`config.mk`:
```
export PLATFORM = sky130hd
export DESIGN_NAME = recursive_and
export DESIGN_NICKNAME = d
export VERILOG_FILES = /design/src/rtl/recursive_and.sv
export SDC_FILE = /design/constraint.sdc
export NUM_CORES = 1
export LEC_CHECK = 0
export CAP_MARGIN = 20
export CORE_AREA = 3 3 40 42
export DETAILED_ROUTE_END_ITERATION = 16
export DIE_AREA = 0 0 43 45
export HOLD_SLACK_MARGIN = 0.02
export SLEW_MARGIN = 20
export SYNTH_ARGS = -nofsm -noshare
export SYNTH_HDL_FRONTEND = slang
export SYNTH_SLANG_ARGS = --single-unit
```
`constraint.sdc`:
```
create_clock -name clk -period 0.8 [get_ports clk]
set_input_delay 0.16 -clock clk [delete_from_list [all_inputs] [get_ports clk]]
set_output_delay 0.16 -clock clk [all_outputs]
set_load 0.01 [all_outputs]
```
`src/rtl/recursive_and.sv`:
```
// Registered bitwise AND of two 2^S-bit operands, built by recursive halving
// down to 1-bit AND-plus-flop cells. Latency is one clock for every S.
module recursive_and #(
  parameter  int S = 3,
  localparam int W = 32'd1 << S
) (
  input  logic [W-1:0] in1,
  input  logic [W-1:0] in2,
  output logic [W-1:0] out,
  input  logic         clk,
  input  logic         rst
);

  localparam int H = W >> 32'd1;

  generate
    if ((S < 32'sd0) || (S > 32'sd6)) begin : g_bad_param
      $error("recursive_and: S must lie in 0..6");
    end else if (S == 32'sd0) begin : g_leaf
      logic w_and;
      logic r_out;

      assign w_and = in1[0] & in2[0];

      // Leaf flop: synchronous clear has priority over the sampled AND.
      always_ff @(posedge clk) begin
        if (rst) begin
          r_out <= 1'b0;
        end else begin
          r_out <= w_and;
        end
      end

      assign out[0] = r_out;
    end else begin : g_split
      recursive_and #(.S(S - 32'sd1)) u_lo (
        .in1 (in1[H-1:0]),
        .in2 (in2[H-1:0]),
        .out (out[H-1:0]),
        .clk (clk),
        .rst (rst)
      );

      recursive_and #(.S(S - 32'sd1)) u_hi (
        .in1 (in1[W-1:H]),
        .in2 (in2[W-1:H]),
        .out (out[W-1:H]),
        .clk (clk),
        .rst (rst)
      );
    end
  endgenerate

endmodule

```
**Word level (Yosys, flattened, before mapping)**

Cells that the tools add are included.

- Flip-flop bits (word level): 8
- Output and inout port bits: 8
- Bits of input ports: 18
- Word-level logic and storage cells: 16

- Bitwise operators: 8

Operators by type and width:

| kind | count |
|---|---|
| 1-bit AND | 8 |

**Longest topological paths before layout**

Gate-level depths: netlist (run 1).

- Word-level depth: 1
- Depth in mapped cells: 1
- Gate-level depth less buffers: 1

**Cells and area by module**

From an unflattened synthesis (run 1), not the netlist that was laid out.

- Cells, all modules: 16
- Area total of the unflattened synthesis: 230.2 µm²

By module, submodules not included:

| module | times used | area each (µm²) | cells each | sequential area each (µm²) |
|---|---|---|---|---|
| recursive_and (g_split.u_hi.g_split.u_hi.g_split.u_hi ...) | 8 | 28.8 | 2 | 20.0 |

**Worst setup path after synthesis (run 1)**

Ideal clock, no wire load.

- Path type: flip-flop to output port
- Start: register g_split.u_lo.g_split.u_lo.g_split.u_lo.g_leaf.r_out (netlist: g_split.u_lo.g_split.u_lo.g_split.u_lo.out)
- End: output port out[0]
- Cell stages (with the launch flop): 2
- Data required time: 0.640 ns
- Path slack: 0.239 ns
- Arrival time: 0.401 ns
- Path buffers: 1
- Path through: dfxtp_1 -> buf_4

RTL lines:

| element | line | text |
|---|---|---|
| from (decl) | 21 | `logic r_out;` |
| from (signal assigned) | 30 | `r_out <= w_and;` |
| to (decl) | 9 | `output logic [W-1:0] out,` |

No word-level cell between the ends.

**Final worst setup path (run 1)**

- Start: register g_split.u_lo.g_split.u_hi.g_split.u_lo.g_leaf.r_out (netlist: g_split.u_lo.g_split.u_hi.g_split.u_lo.out)
- End: output port out[2]

RTL lines:

| element | line |
|---|---|
| from (decl) | 21 |
| from (signal assigned) | 30 |

No word-level cell between the ends.

==> results of run 1 <==
metal layers:
layer  part of all wire [%]  wire (um)  vias to the layer above
li1                       -          -                      112
met1                     40        235                       81
met2                     48        288                       16
met3                     12         70                        0
met4                      0          0                        0
met5                      0          0                        -
layout by cell type, fill, tap and decap left out:
cell type        netlist  final
and3b_1                8      8
clkbuf_4               0      3
clkdlybuf4s50_1        0     16
buf_2                  0      8
dlymetal6s2s_1         0      1
dfxtp_1                8      8
final cells by class:
cell class	count	area share, %
Multi-Input combinational cell	8	14.5
Sequential cell	8	33.1
Timing Repair Buffer	25	43.9
Tap cell	15	3.88
Clock buffer	3	4.65
logic make-up after synthesis:
| family | after synthesis | share of synthesized area (%) |
|---|---|---|
| DFF | 8 | 55.2 |
| and+or+nand+nor | 8 | 24.1 |
| buffers and inverters | 8 | 20.7 |
through the flow:
stage	utilization, %	hold slack [ns]	setup TNS (ns)	area (um^2)
after floorplan	-	0.316	0	290
after global placement	38.9	0.761	-3.18	499
after detailed placement	38.9	0.760	-3.39	499
after CTS	37.5	0.505	-0.246	482
after global routing	37.7	0.364	-0.375	484
final	37.7	0.336	-0.168	484
registers in the layout, summed over array words and instances (netlist names):
| register | count |
|---|---|
| g_split.u_hi.g_split.u_hi.g_split.u_hi.out | 1 |
| g_split.u_hi.g_split.u_hi.g_split.u_lo.out | 1 |
| g_split.u_hi.g_split.u_lo.g_split.u_hi.out | 1 |
| g_split.u_hi.g_split.u_lo.g_split.u_lo.out | 1 |
| g_split.u_lo.g_split.u_hi.g_split.u_hi.out | 1 |
| g_split.u_lo.g_split.u_hi.g_split.u_lo.out | 1 |
| g_split.u_lo.g_split.u_lo.g_split.u_hi.out | 1 |
| g_split.u_lo.g_split.u_lo.g_split.u_lo.out | 1 |
worst paths after layout:
| path | from | slack (ns) | cells past startpoint | to |
|---|---|---|---|---|
| worst min-delay path | rst | 0.34 | 2 | g_split.u_hi.g_split.u_lo.g_split.u_lo.out |
| worst max-delay path | g_split.u_lo.g_split.u_hi.g_split.u_lo.out | -0.03 | 1 | out[2] |
power breakdown:
group | internal [mW] | switching [mW]
combinational | 0.0928 | 0.0293
clock | 0.170 | 0.113
sequential | 0.416 | 0.00307
timing repair:
action	CTS	global route
hold buffers	0	0
endpoints found under the setup margin	8	16
resized for setup	32	1
setup buffers	0	0
endpoints found under the hold margin	0	0
==> out/results.txt, run 1 <==
DIE HEIGHT: 45 um
Final #Nets: 64
First-pass GRT wire length: 917 um
Largest net degree at the start of global routing: 9
Routability cong.: 0.619
Post-synthesis sequential area ratio: 55.2%
Tightest Pin Transition: 0.195 ns
Pwr per Cell Area: 1700 nW/um^2
Register area: 160 um^2
Initial Utilization: 22.6%
# IOs: 26
Flops & latches, synth: 8
H-tree depth: 1
Multi-input logic area: 70.1 um^2
DRC Markers: 0
Crit-path max FO: 1
Non-Filler Instances: 59
PortBufs: 25
CP delay by family, top: flip-flops
Clk sink count: 8
CP endpoint kind: primary output
WP data required: 0.64 ns
Total CTS buffers: 3
Max Cap Viol: 0
Met3 Resource Use GR: 2.39%
Initial antenna violation count: 0
Post-Syn Nets: 42
Fillcell total: 136
Core area: 1280 um^2
CTS Buffer Depth: 2
Detailed placement HPWL: 520 um
Status: finished with violations
Post-Syn Instances: 24
Clock Tree Root: clkbuf_4
Routed vias/inst: 3.54
VDD IR max: 0.508 mV
Area leader, netlist: dfxtp_1
Top_reg_cell synth: dfxtp_1
CTS tree: done
First-iteration detailed-routing DRC count: 3
Final Cycle Share: 104%
GRT met2 Usage: 9.58%
Met1 usage: 7.06%
Critical path type: register to primary output
Leakage power: 0.253 nW
Ranking of synthesized cells by area: dfxtp_1 55%, and3b_1 24%, buf_4 21%
RSZ-0062 raised after global routing: yes
Crit-path cells: buf_2
Inserted Diodes: 0
Synth unique cells: 3
Min-Delay Path Class: input port to register
Number of buffers and inverters on the critical path: 1
Via count: 209
Clock transition at path regs: 0.05 ns
EDFF count, synth: 0
Failing checks: setup timing
Startpoint type of the worst setup path: register
Max Clk Rate: 1.20 GHz
Vias in the first global route: 224
Yosys top cell area share: 55.2%
Layout cells sized above 1: 25.0%
DP Worst Slack: -0.256 ns
CP peak stage delay: 0.30 ns
Layer with the highest usage: met2
GR Overflow Total: 0
Fin. Hold Viols: 0
Overall Global Routing Usage: 6.35%
Die width: 43 um
Critical-path top delay cell: dfxtp_1
Setup violators final: 8
Avg Inst Size Synth: 12.1 um^2
Yosys Warn Count: 0
Max-slew violations: 0
DRT Wirelength: 594 um
Layout area overhead: 66.8%
TritonRoute pass-1 iters: 4
Post-route ant nets: 0
Setup WS post-layout: -0.0311 ns
Wire length per cell: 10.1 um
Cell Area, Synth: 290 um^2
Tmin final: 0.831 ns
Num rows: 13
Placed insts: 56
Crit path DAT: 0.67 ns
Pwr Total: 824 uW
Asr flop ratio synth: 0%
Synth cell count leaders: 8 x and3b_1, 8 x buf_4, 8 x dfxtp_1
Die area: 1940 um^2
Rel. slew slack: 87.0%
No activity file was read; power rests on OpenSTA's default activity.
==> run 2, diff against run 1 <==
==> constraint.sdc (replaced) <==
create_clock -name clk -period 0.8 [get_ports clk]
set_input_delay 0.2 -clock clk [delete_from_list [all_inputs] [get_ports clk]]
set_output_delay 0.2 -clock clk [all_outputs]
set_load 0.01 [all_outputs]
==> run 2 against run 1 <==
Effect of this change: the flow still finishes with violations (setup timing); hold slack better by 0.15 ns; setup slack worse by 0.040 ns; maximum frequency down 4.6%; sequential share of layout area up 0.26 points; critical path depth unchanged; first-iteration DRC count unchanged; critical path type unchanged.
==> out/results.txt, run 2 (synthesized netlist as in run 1, its figures left out) <==
Combinational power share: 14.7% (was 14.8%)
RSZ-0062 raised after global routing: yes (unchanged)
Met2 wire len: 287 um (was 288 um)
Status: finished with violations (unchanged)
Initial antenna violation count: 0 (unchanged)
WP data required: 0.60 ns (was 0.64 ns)
Clk sink count: 8 (unchanged)
Placed insts: 56 (unchanged)
Overall Global Routing Usage: 6.43% (was 6.35%)
Clock power share: 34.4% (about the same)
CTS tree: done (unchanged)
Max Clk Rate: 1.15 GHz (was 1.20 GHz)
Failing checks: setup timing (unchanged)
Commonest non-fill, non-tap cell in the layout: clkdlybuf4s50_1 (unchanged)
Crit path DAT: 0.67 ns (about the same)
Crit-path cells: buf_2 (unchanged)
Die area: 1940 um^2 (unchanged)
Inserted Diodes: 0 (unchanged)
Via count: 209 (unchanged)
DP Worst Slack: -0.296 ns (was -0.256 ns)
Num rows: 13 (unchanged)
Hold Slack: 0.487 ns (was 0.336 ns)
M1 wire length: 233 um (was 235 um)
Share of power burned in registers: 50.9% (was 50.8%)
Critical path type: register to primary output (unchanged)
CTS Buffer Depth: 2 (unchanged)
Number of buffers and inverters on the critical path: 1 (unchanged)
Initial Utilization: 22.6% (unchanged)
Final Cycle Share: 109% (was 104%)
Setup TNS: -0.488 ns (was -0.168 ns)
Clock transition at path regs: 0.05 ns (about the same)
Leakage power: 0.245 nW (was 0.253 nW)
Fin. Hold Viols: 0 (unchanged)
Setup violators final: 8 (unchanged)
Detailed placement HPWL: 520 um (unchanged)
# IOs: 26 (unchanged)
Routed vias/inst: 3.54 (unchanged)
Die width: 43 um (unchanged)
Clock Tree Root: clkbuf_4 (unchanged)
Wire length per cell: 10.0 um (was 10.1 um)
Post-route ant nets: 0 (unchanged)
Sw frac: 17.7% (about the same)
First-iteration detailed-routing DRC count: 3 (unchanged)
CP endpoint kind: primary output (unchanged)
GR Overflow Total: 0 (unchanged)
Largest net degree at the start of global routing: 9 (unchanged)
Final #Nets: 64 (unchanged)
Pwr Total: 823 uW (was 824 uW)
Top Metal Used: met3 (unchanged)
Rel. slew slack: 88.1% (was 87.0%)
Startpoint type of the worst setup path: register (unchanged)
Crit-path max FO: 1 (unchanged)
Post-route design area: 480 um^2 (was 484 um^2)
Tmin final: 0.871 ns (was 0.831 ns)
Min-Delay Path Class: input port to register (unchanged)
Met3 routed WL: 70 um (unchanged)
Util after Layout: 37.4% (was 37.7%)
Routability cong.: 0.619 (unchanged)
Max Cap Viol: 0 (unchanged)
DIE HEIGHT: 45 um (unchanged)
VDD IR max: 0.508 mV (about the same)
Sw Pwr: 146 uW (about the same)
Setup Fix Bufs, Post-CTS: 0 (unchanged)
Highest-count cells in the layout ignoring fill and taps: 16 x clkdlybuf4s50_1, 8 x and3b_1, 8 x dfxtp_1, 8 x buf_2, 3 x clkbuf_4 (unchanged)
CP delay by family, top: flip-flops (unchanged)
Core area: 1280 um^2 (unchanged)
Total CTS buffers: 3 (unchanged)
Internal power: 677 uW (was 678 uW)
Max-slew violations: 0 (unchanged)
Vias in the first global route: 228 (was 224)
TritonRoute pass-1 iters: 4 (unchanged)
DRC Markers: 0 (unchanged)
Setup WS post-layout: -0.0711 ns (was -0.0311 ns)
Tightest Pin Transition: 0.178 ns (was 0.195 ns)
First-pass GRT wire length: 931 um (was 917 um)
Non-Filler Instances: 59 (unchanged)
Critical-path top delay cell: dfxtp_1 (unchanged)
PortBufs: 25 (unchanged)
Pwr per Cell Area: 1710 nW/um^2 (was 1700 nW/um^2)
Layout cells sized above 1: 25.0% (unchanged)
Layout area overhead: 65.5% (was 66.8%)
CP peak stage delay: 0.30 ns (about the same)
H-tree depth: 1 (unchanged)
DRT Wirelength: 592 um (was 594 um)
Placed cell area: 499 um^2 (unchanged)
run 2: area by class of cell:
| type | instances | area [um^2] |
|---|---|---|
| timing repair buffer | 25 | 209 |
| fill | 135 | 805 |
| sequential | 8 | 160 |
| multi-input combinational | 8 | 70.1 |
| clock buffer | 3 | 22.5 |
| tap | 15 | 18.8 |
run 2: final timing paths:
| kind | slack [ns] | cells after the start | from | endpoint |
|---|---|---|---|---|
| worst max-delay path | -0.07 | 1 | g_split.u_lo.g_split.u_hi.g_split.u_lo.out | out[2] |
| worst min-delay path | 0.49 | 2 | rst | g_split.u_hi.g_split.u_lo.g_split.u_lo.out |
run 2: layer usage:
| metal | vias up | track usage [%] |
|---|---|---|
| li1 | 112 | - |
| met1 | 81 | 7.30 |
| met2 | 16 | 9.58 |
| met3 | 0 | 2.39 |
| met4 | 0 | 5.42 |
| met5 | - | 0 |
run 2: power by group through the flow:
| stage | clock network [mW] | registers [mW] | logic (mW) |
|---|---|---|---|
| after global routing | 0.306 | 0.419 | 0.130 |
| after floorplan | 0 | 0.426 | 0.0447 |
| after global placement | 0 | 0.427 | 0.137 |
| after detailed placement | 0 | 0.427 | 0.139 |
| after CTS | 0.290 | 0.419 | 0.122 |
| final | 0.283 | 0.419 | 0.121 |
run 2: timing repair:
| item | 4_1_cts | 5_1_grt |
|---|---|---|
| hold buffers | 0 | 0 |
| resized for setup | 33 | 0 |
| hold endpoints to repair | 0 | 0 |
| setup endpoints to repair | 16 | 8 |
